**src/rtl/uart_defs.sv**
```systemverilog
// rtl/uart_defs.sv - register map, status bits and FSM encodings for the MMIO UART
package uart_defs;

   typedef logic [1:0] uart_state_t;
   typedef logic [1:0] reg_addr_t;

   localparam reg_addr_t ADDR_TXDATA  = 2'd0;
   localparam reg_addr_t ADDR_STATUS  = 2'd1;
   localparam reg_addr_t ADDR_DIVISOR = 2'd2;

   localparam int STATUS_FULL_BIT  = 0;
   localparam int STATUS_EMPTY_BIT = 1;
   localparam int STATUS_BUSY_BIT  = 2;
   localparam int STATUS_OVF_BIT   = 3;

   localparam uart_state_t ST_IDLE  = 2'd0;
   localparam uart_state_t ST_START = 2'd1;
   localparam uart_state_t ST_DATA  = 2'd2;
   localparam uart_state_t ST_STOP  = 2'd3;

   // A programmed divisor of zero would stall the bit counter, so it runs as 1.
   function automatic logic [15:0] eff_div(input logic [15:0] d);
      return (d == 16'd0) ? 16'd1 : d;
   endfunction

endpackage

```
**src/rtl/mmio_uart_tx_if.sv**
```systemverilog
// rtl/mmio_uart_tx_if.sv - CPU data-bus port of the MMIO UART transmitter
interface mmio_uart_tx_if;
   logic        sel;
   logic        we;
   logic        re;
   logic [1:0]  addr;
   logic [31:0] wdata;
   logic [31:0] rdata;

   modport master (output sel, we, re, addr, wdata, input rdata);
   modport slave  (input sel, we, re, addr, wdata, output rdata);
endinterface

```
**src/rtl/sync_fifo.sv**
```systemverilog
// rtl/sync_fifo.sv - single-clock FIFO with wrap-bit pointers
module sync_fifo #(
   parameter int WIDTH = 8,
   parameter int DEPTH = 8
) (
   input  logic             clk,
   input  logic             rst,
   input  logic             push,
   input  logic             pop,
   input  logic [WIDTH-1:0] din,
   output logic [WIDTH-1:0] dout,
   output logic             full,
   output logic             empty
);
   localparam int AW = $clog2(DEPTH);
   localparam logic [AW:0] PTR_ONE = {{AW{1'b0}}, 1'b1};

   logic [WIDTH-1:0] mem_q [DEPTH];
   logic [AW:0]      wr_ptr_q, wr_ptr_d;
   logic [AW:0]      rd_ptr_q, rd_ptr_d;
   logic             do_push, do_pop;

   assign empty = (wr_ptr_q == rd_ptr_q);
   assign full  = (wr_ptr_q[AW-1:0] == rd_ptr_q[AW-1:0]) && (wr_ptr_q[AW] != rd_ptr_q[AW]);
   assign dout  = mem_q[rd_ptr_q[AW-1:0]];

   // A pop in the same cycle frees the slot, so a push into a full FIFO still lands.
   assign do_pop  = pop & ~empty;
   assign do_push = push & (~full | do_pop);

   always_comb begin
      wr_ptr_d = wr_ptr_q;
      rd_ptr_d = rd_ptr_q;
      if (do_push) wr_ptr_d = wr_ptr_q + PTR_ONE;
      if (do_pop)  rd_ptr_d = rd_ptr_q + PTR_ONE;
   end

   always_ff @(posedge clk) begin
      if (rst) begin
         wr_ptr_q <= '0;
         rd_ptr_q <= '0;
      end else begin
         wr_ptr_q <= wr_ptr_d;
         rd_ptr_q <= rd_ptr_d;
      end
   end

   always_ff @(posedge clk) begin
      if (do_push) mem_q[wr_ptr_q[AW-1:0]] <= din;
   end

endmodule

```
**src/rtl/mmio_uart_tx.sv**
```systemverilog
// rtl/mmio_uart_tx.sv - memory-mapped 8N1 UART transmitter with TX FIFO
module mmio_uart_tx
   import uart_defs::*;
#(
   parameter int          FIFO_DEPTH = 8,
   parameter logic [15:0] DIV_RESET  = 16'd16
) (
   input  logic                 clk,
   input  logic                 rst,
   mmio_uart_tx_if.slave        bus,
   output logic                 tx,
   output logic                 irq
);
   uart_state_t state_q, state_d;
   logic [15:0] div_reg_q, div_reg_d;
   logic [15:0] div_q, div_d;
   logic [15:0] cnt_q, cnt_d;
   logic [7:0]  shreg_q, shreg_d;
   logic [2:0]  bit_idx_q, bit_idx_d;
   logic        tx_q, tx_d;
   logic        irq_q, irq_d;
   logic        ovf_q, ovf_d;
   logic [31:0] rdata_q, rdata_d;

   logic        wr_cyc, rd_cyc;
   logic        fifo_push, fifo_pop, fifo_full, fifo_empty;
   logic [7:0]  fifo_dout;
   logic        unused_wdata;

   assign wr_cyc       = bus.sel & bus.we;
   assign rd_cyc       = bus.sel & bus.re;
   assign fifo_push    = wr_cyc & (bus.addr == ADDR_TXDATA);
   assign unused_wdata = ^bus.wdata[31:16];

   sync_fifo #(
      .WIDTH (8),
      .DEPTH (FIFO_DEPTH)
   ) u_fifo (
      .clk   (clk),
      .rst   (rst),
      .push  (fifo_push),
      .pop   (fifo_pop),
      .din   (bus.wdata[7:0]),
      .dout  (fifo_dout),
      .full  (fifo_full),
      .empty (fifo_empty)
   );

   always_comb begin
      state_d   = state_q;
      div_d     = div_q;
      cnt_d     = cnt_q;
      shreg_d   = shreg_q;
      bit_idx_d = bit_idx_q;
      fifo_pop  = 1'b0;
      case (state_q)
         ST_IDLE: begin
            if (!fifo_empty) begin
               fifo_pop = 1'b1;
               shreg_d  = fifo_dout;
               div_d    = eff_div(div_reg_q);
               cnt_d    = eff_div(div_reg_q) - 16'd1;
               state_d  = ST_START;
            end
         end
         ST_START: begin
            if (cnt_q == 16'd0) begin
               cnt_d     = div_q - 16'd1;
               bit_idx_d = 3'd0;
               state_d   = ST_DATA;
            end else begin
               cnt_d = cnt_q - 16'd1;
            end
         end
         ST_DATA: begin
            if (cnt_q == 16'd0) begin
               cnt_d   = div_q - 16'd1;
               shreg_d = {1'b0, shreg_q[7:1]};
               if (bit_idx_q == 3'd7) begin
                  state_d = ST_STOP;
               end else begin
                  bit_idx_d = bit_idx_q + 3'd1;
               end
            end else begin
               cnt_d = cnt_q - 16'd1;
            end
         end
         ST_STOP: begin
            if (cnt_q == 16'd0) begin
               state_d = ST_IDLE;
            end else begin
               cnt_d = cnt_q - 16'd1;
            end
         end
         default: state_d = ST_IDLE;
      endcase
   end

   // The line is registered from the next state so tx and state change on the same edge.
   always_comb begin
      tx_d = 1'b1;
      case (state_d)
         ST_START: tx_d = 1'b0;
         ST_DATA:  tx_d = shreg_d[0];
         default:  tx_d = 1'b1;
      endcase
   end

   always_comb begin
      div_reg_d = div_reg_q;
      if (wr_cyc && (bus.addr == ADDR_DIVISOR)) div_reg_d = bus.wdata[15:0];

      ovf_d = ovf_q;
      if (rd_cyc && (bus.addr == ADDR_STATUS)) ovf_d = 1'b0;
      if (fifo_push && fifo_full && !fifo_pop) ovf_d = 1'b1;

      rdata_d = rdata_q;
      if (rd_cyc) begin
         rdata_d = 32'd0;
         case (bus.addr)
            ADDR_STATUS: begin
               rdata_d[STATUS_FULL_BIT]  = fifo_full;
               rdata_d[STATUS_EMPTY_BIT] = fifo_empty;
               rdata_d[STATUS_BUSY_BIT]  = (state_q != ST_IDLE);
               rdata_d[STATUS_OVF_BIT]   = ovf_q;
            end
            ADDR_DIVISOR: rdata_d = {16'd0, div_reg_q};
            default:      rdata_d = 32'd0;
         endcase
      end

      irq_d = fifo_empty & (state_q == ST_IDLE);
   end

   always_ff @(posedge clk) begin
      if (rst) begin
         state_q   <= ST_IDLE;
         div_reg_q <= DIV_RESET;
         div_q     <= eff_div(DIV_RESET);
         cnt_q     <= 16'd0;
         shreg_q   <= 8'd0;
         bit_idx_q <= 3'd0;
         tx_q      <= 1'b1;
         irq_q     <= 1'b1;
         ovf_q     <= 1'b0;
         rdata_q   <= 32'd0;
      end else begin
         state_q   <= state_d;
         div_reg_q <= div_reg_d;
         div_q     <= div_d;
         cnt_q     <= cnt_d;
         shreg_q   <= shreg_d;
         bit_idx_q <= bit_idx_d;
         tx_q      <= tx_d;
         irq_q     <= irq_d;
         ovf_q     <= ovf_d;
         rdata_q   <= rdata_d;
      end
   end

   assign tx        = tx_q;
   assign irq       = irq_q;
   assign bus.rdata = rdata_q;

endmodule
```
**src/flat_wrapper.sv**
```systemverilog
// flat-port wrapper written by rule: the top's interface ports become plain ports
module mmio_uart_tx_flat import uart_defs::*;
#(
   parameter int          FIFO_DEPTH = 8,
   parameter logic [15:0] DIV_RESET  = 16'd16
)
  (clk, rst, tx, irq, bus_sel, bus_we, bus_re, bus_addr, bus_wdata, bus_rdata);
  mmio_uart_tx_if bus_i ();
  input  logic clk;
  input  logic rst;
  output logic tx;
  output logic irq;
  input wire logic [$bits(bus_i.sel)-1:0] bus_sel;
  input wire logic [$bits(bus_i.we)-1:0] bus_we;
  input wire logic [$bits(bus_i.re)-1:0] bus_re;
  input wire logic [$bits(bus_i.addr)-1:0] bus_addr;
  input wire logic [$bits(bus_i.wdata)-1:0] bus_wdata;
  output wire logic [$bits(bus_i.rdata)-1:0] bus_rdata;
  assign bus_i.sel = bus_sel;
  assign bus_i.we = bus_we;
  assign bus_i.re = bus_re;
  assign bus_i.addr = bus_addr;
  assign bus_i.wdata = bus_wdata;
  assign bus_rdata = bus_i.rdata;
  mmio_uart_tx #(.FIFO_DEPTH(FIFO_DEPTH), .DIV_RESET(DIV_RESET)) u_core (.clk(clk), .rst(rst), .bus(bus_i), .tx(tx), .irq(irq));
endmodule
```
**config.mk**
```make
export PLATFORM = sky130hd
export DESIGN_NAME = mmio_uart_tx_flat
export DESIGN_NICKNAME = d
export VERILOG_FILES = /design/src/rtl/uart_defs.sv /design/src/rtl/mmio_uart_tx_if.sv /design/src/rtl/sync_fifo.sv /design/src/rtl/mmio_uart_tx.sv /design/src/flat_wrapper.sv
export SDC_FILE = /design/constraint.sdc
export NUM_CORES = 1
export LEC_CHECK = 0
export CAP_MARGIN = 20
export CORE_ASPECT_RATIO = 0.6
export CORE_UTILIZATION = 55
export CTS_BUF_LIST = sky130_fd_sc_hd__clkbuf_4
export DETAILED_ROUTE_END_ITERATION = 10
export DONT_BUFFER_PORTS = 1
export GPL_ROUTABILITY_DRIVEN = 0
export PLACE_DENSITY = 0.75
export SYNTH_ARGS = -nofsm -noshare
export SYNTH_HDL_FRONTEND = slang
export SYNTH_SLANG_ARGS = --single-unit
```
**constraint.sdc**
```tcl
create_clock -name clk -period 3.3 [get_ports clk]
set_input_delay 0.165 -clock clk [delete_from_list [all_inputs] [get_ports clk]]
set_output_delay 0.165 -clock clk [all_outputs]
set_load 0.03 [all_outputs]
```
* Yosys cells after proc, flatten, opt, wreduce, memory -nomap -nowiden
Memories as Yosys holds them, arrays and structs flattened. A register that Yosys moved wholly into a read port is not among the register bits.
Index checks and enable logic that the tools add are counted.
** Operators by class
- Add/subtract/negate cells :: 6
- Equal/unequal tests :: 16
- Muxes and demuxes :: 29
- Bitwise gates (word level) :: 9
- Reduce and logical (&&, ||, !) cells :: 19
** Operator list (number)
- two-way mux 16 bit :: 4
- one-hot mux 16 bit (3 select lines) :: 1
- subtractor 16 x 1 -> 16 bit, second input constant :: 3
- logical NOT 16 bit :: 2
- two-way mux 8 bit :: 2
- one-hot mux 8 bit (2 select lines) :: 1
- two-way mux 3 bit :: 5
- two-way mux 12 bit :: 1
- two-way mux 2 bit :: 5
- adder 4 x 1 -> 4 bit, second input constant :: 2
- equality test 2 bit, second input constant :: 4
- one-hot mux 2 bit (4 select lines) :: 1
- one-hot mux 4 bit (2 select lines) :: 1
- nonzero test 2 bit :: 4
- AND 1 bit :: 6
- equality test 2 x 1 -> 1 bit, second input constant :: 3
- two-way mux 1 bit :: 6
- != test 2 bit, second input constant :: 3
- one-hot mux 3 bit (2 select lines) :: 1
- logical AND 1 bit :: 5
- equality test 4 bit :: 1
- logical NOT 2 bit :: 2
- != test 2 x 1 -> 1 bit, second input constant :: 2
- AND reduction 2 bit :: 2
- 11 further kinds :: 12
** Word-level totals
- Register bits after elaboration :: 104
- Memory bits (writable) :: 64
- Bits of input ports :: 39
- Output and inout bits :: 34
- Logic and storage cells :: 93
- Memories :: 1
** Memories
- u_core.u_fifo.mem_q :: words 8, bits a word 8, read ports 1, clocked after Yosys merged registers in 1, wr ports 1, line sync_fifo.sv:18 : logic [WIDTH-1:0] mem_q [DEPTH];

* Longest topological paths before layout
- Word-level depth :: 8
- Gate-level depth with buffers :: 11
- Depth with buffers taken out :: 10

* By module
From an unflattened synthesis, not the netlist that was laid out.
** Second synthesis, totals
- Cell total of the unflattened synthesis :: 759
- Area total of the unflattened synthesis :: 7552.2 µm²
** Modules (own cells, without submodules)
- mmio_uart_tx :: instances 1, cells an instance 595, area each 4539.4 µm², sequential area each 1601.5 µm²
- sync_fifo :: instances 1, cells an instance 164, area each 3012.9 µm², sequential area each 2142.1 µm²

* Least setup slack after synthesis
No wires, ideal clock.
- Path kind :: flip-flop to flip-flop
- Start :: register u_core.div_reg_q[5]
- End :: register u_core.cnt_q[8]
- Setup time :: 0.101 ns
- Arrival time :: 2.582 ns
- Data required time :: 3.199 ns
- Slack :: 0.617 ns
- Cell stages (with the launch flop) :: 11
- Path buffers :: 1
- Period minus slack after synthesis :: 2.683 ns
- Cells stage by stage :: dfxtp_1 clkbuf_1 nor4_1 and4b_1 a21oi_1 ha_1 or4b_2 nor4_1 xor2_1 nor2_1 o41ai_1
** Between the ends
- Cells in the longest elaborated chain, start to end :: 5
** Ends and longest elaborated chain
- start: declaration :: line mmio_uart_tx.sv:15 : logic [15:0] div_reg_q, div_reg_d;
- start signal: assignment :: line mmio_uart_tx.sv:149 : div_reg_q <= div_reg_d;
- logical NOT 16 bit :: line uart_defs.sv:23 : return (d == 16'd0) ? 16'd1 : d;
- two-way mux 16 bit * :: line uart_defs.sv:23
- subtractor 16 x 1 -> 16 bit * :: line mmio_uart_tx.sv:62 : cnt_d = eff_div(div_reg_q) - 16'd1;
- two-way mux 16 bit * :: line mmio_uart_tx.sv:58 : if (!fifo_empty) begin
- one-hot mux 16 bit (3 select lines) * :: line mmio_uart_tx.sv:56 : case (state_q)
- end signal: assignment :: line mmio_uart_tx.sv:151 : cnt_q <= cnt_d;
- end: declaration :: line mmio_uart_tx.sv:17 : logic [15:0] cnt_q, cnt_d;
Mark *: on every way between the ends. The rest lies on a longest branch, timed or not. The select of a mux whose other input is x is not followed.
A chain may end at the register's enable or synchronous reset.

* Worst setup path in the final report
- Start :: register u_core.div_reg_q[6]
- End :: register u_core.cnt_q[8]
Same word-level chain as after synthesis.

==> metrics <==
crit end category flop; max_cap viols 0; Routed WL 18.5 mm; share of layout cells above drive strength 1 11.3%; grt met1 use 39.7%; crit path cell chain nor4_1 > and4b_1 > a21oi_2 > ha_1 > or4b_2 > nor4_1 > xor2_1 > nor2_1 > o41ai_1; vias per cell 6.27; ys flop type dfxtp_1; worst-case clock buffer depth 2; largest net degree at the start of global routing approximately 80; Final Non-Filler Cells 946; Relative slew margins 27.0%; largest cells by area after synthesis edfxtp_1 25%, dfxtp_1 24%, nand2_1 5.5%, mux4_2 4.7%, a21oi_1 4.1%; H-Tree Depth 4; final setup TNS 0 ps; Fmax 339 MHz; Pre-antenna DRT Iters 5; CP arrival between 3000 and 4000 ps; part of the cycle the worst path needs 89.4%; PwrDens 670 mW/mm²; unrepaired setup endpoints after global routing no; vias in the first global route 5,705; clock root buffer clkbuf_4; Crit Path Category flop to flop; DRT iter0 DRCs 722; # port buffers 0; worst skew pair latency 560 ps; vias 5,930; grt peak-use layer met2; per-cell routed wire length 19.6 µm; Post-synth EDFFs 64; register area 0.00374 mm²; Final nets 817; Inserted Clock Buffers 17; Seq/Total Area, Yosys 49.2%; leak pwr 0.00287 µW; GRT overflow 0; GRT met3 Usage 6.81%; minimum clock period 2950 ps; area of the multi-input gates 0.00350 mm²; syn_area_per_cell 9.98 µm²; fill count 1,030; die span in x 154 µm; synthesized area 0.00760 mm²; post-synthesis async set-or-reset flop share 0%; DRT antenna net count 0; first-pass GRT wire length slightly above 30 mm; crit-path max cell delay 640 ps; FF+latch count, synth 155; placed cell count just under 900; final slew viol count 0; Setup crit start kind flop; met2 Use GR about two fifths; residual DRC count 0; HPWL Detailed between 10 and 15 mm; clk slew on worst S/H paths ~150 ps; commonest non-fill, non-tap cells in the layout 111 x nand2_1, 90 x dfxtp_1, 64 x edfxtp_1; Synth area leader edfxtp_1; clk_skew 26.6 ps; worst vdd ir 0.000292 V; area grow syn2layout 7.24%; most common cell after layout, fill and taps aside nand2_1; share of the synthesized area in the top cell type 25.3%; row count 32; slowest CP cell or4b_2; Worst EP required 3760 ps; Syn. warnings 0; die footprint 0.0143 mm²; core area 0.0132 mm²; clk sinks between 150 and 200; worst hold path class primary input to flop; Final Hold Viols 0; slew at the pin closest to its max-slew limit 1090 ps; critical path fanouts, max 8; n_diodes 0; die extent in y 93.1 µm; gr usage total 27.4%; initial antenna violation count 0; endpoints failing setup 0; most used cell, CP nor4_1; CTS tree built; Initial Util between 50 and 60%; Ports 73; post-synthesis cell type count between 60 and 70; cells after synthesis 762; status completed
## routing by layer
metal,share of wire [%],vias to the layer above
met4,1.1,0
li1,-,2736
met2,42,351
met5,0,-
met3,12,27
met1,45,2816
## flip-flops by register name, summed over array words and instances (netlist names), 4 cells and up, named ones only
register / flops
u_core.u_fifo.wr_ptr_q: 4
u_core.div_reg_q: 16
u_core.shreg_q: 8
u_core.u_fifo.rd_ptr_q: 4
u_core.div_q: 16
u_core.u_fifo.mem_q: 64
u_core.cnt_q: 16
u_core.bus.rdata: 16
## path summary, 6_finish.rpt
kind / startpoint / end / slack (ps) / cells past startpoint
worst max-delay path: u_core.div_reg_q[6]$_SDFFE_PP0P_ / u_core.cnt_q[8]$_SDFFE_PP0P_ / 350 / 9
worst min-delay path: bus_sel / u_core.ovf_q$_SDFFE_PP0P_ / 60 / 4
worst max register to register: u_core.div_reg_q[6]$_SDFFE_PP0P_ / u_core.cnt_q[8]$_SDFFE_PP0P_ / 350 / 9
worst min register to register: u_core.div_q[15]$_SDFFE_PP0P_ / u_core.div_q[15]$_SDFFE_PP0P_ / 510 / 2
## cells in the mapped netlist, drive strengths merged (3+ instances only)
cell type    n
nand2      111
dfxtp       91
edfxtp      64
a21oi       62
nor2        53
clkbuf      44
nand3       31
xor2        28
buf         25
o21ai       23
nor3        18
xnor2       17
inv         16
mux4        16
ha          15
nor4        15
mux2i       12
o211ai      11
or3         11
a211oi       9
a22oi        7
o31ai        7
a22o         6
a31oi        6
and3         6
a311oi       5
or4          5
a221oi       4
and2         4
nor4b        4
nand2b       3
nand4        3
nor2b        3
or4b         3
## area by class of cell
class | count | share of cell area, %
Clock buffer | 17 | 1.57
Clock inverter | 15 | 2.00
Inverter | 16 | 0.737
Multi-Input combinational cell | 537 | 43.0
Sequential cell | 155 | 45.9
Tap cell | 170 | 2.61
Timing Repair Buffer | 36 | 4.17
## where the power goes
part	switching, µW	internal [µW]
clock	814	351
combinational	1260	781
sequential	157	2100
## critical path: cells and delay by family, from the launching register on
kind,cells,cell delay (ps)
XOR/XNOR,1,200
AO/OA/AOI/OAI,2,450
AND/OR/NAND/NOR,5,1430
adder cells (fa/ha/maj),1,230
flip-flops,1,550
## logic make-up (layout without fill, tap and decap cells)
family	count (synthesis)	in the layout	share of synthesized area, %
buf+inv	85	84	5.61
flops	155	155	49.2
simple gates	277	277	17.7
other cells	1	16	0.0493
compound gates	155	155	13.3
fa+ha+maj	15	15	2.47
mux	29	29	6.47
xor+xnor	45	45	5.18
## metrics by stage
step | util, % | hold WS [ps] | setup slack (ps) | total power, µW | instance area [µm²]
5_1_grt | 61.9 | 29.1 | 121 | 5730 | 8150
3_5_place_dp | 57.9 | 252 | 347 | 4220 | 7620
2_1_floorplan | - | 264 | 617 | 3840 | 7660
4_1_cts | 61.8 | 2.15 | 292 | 5420 | 8140
6_report | 61.9 | 56.4 | 351 | 5470 | 8150
3_3_place_gp | 57.9 | 243 | 471 | 4170 | 7620
## what timing repair did
action / CTS / global route
hold endpoints to repair: 143 / 0
setup endpoints to repair: 0 / 2
setup buffers: 0 / 0
hold buffers: 21 / 0
resized for setup: 0 / 3
No activity file was read; power rests on OpenSTA's default activity.
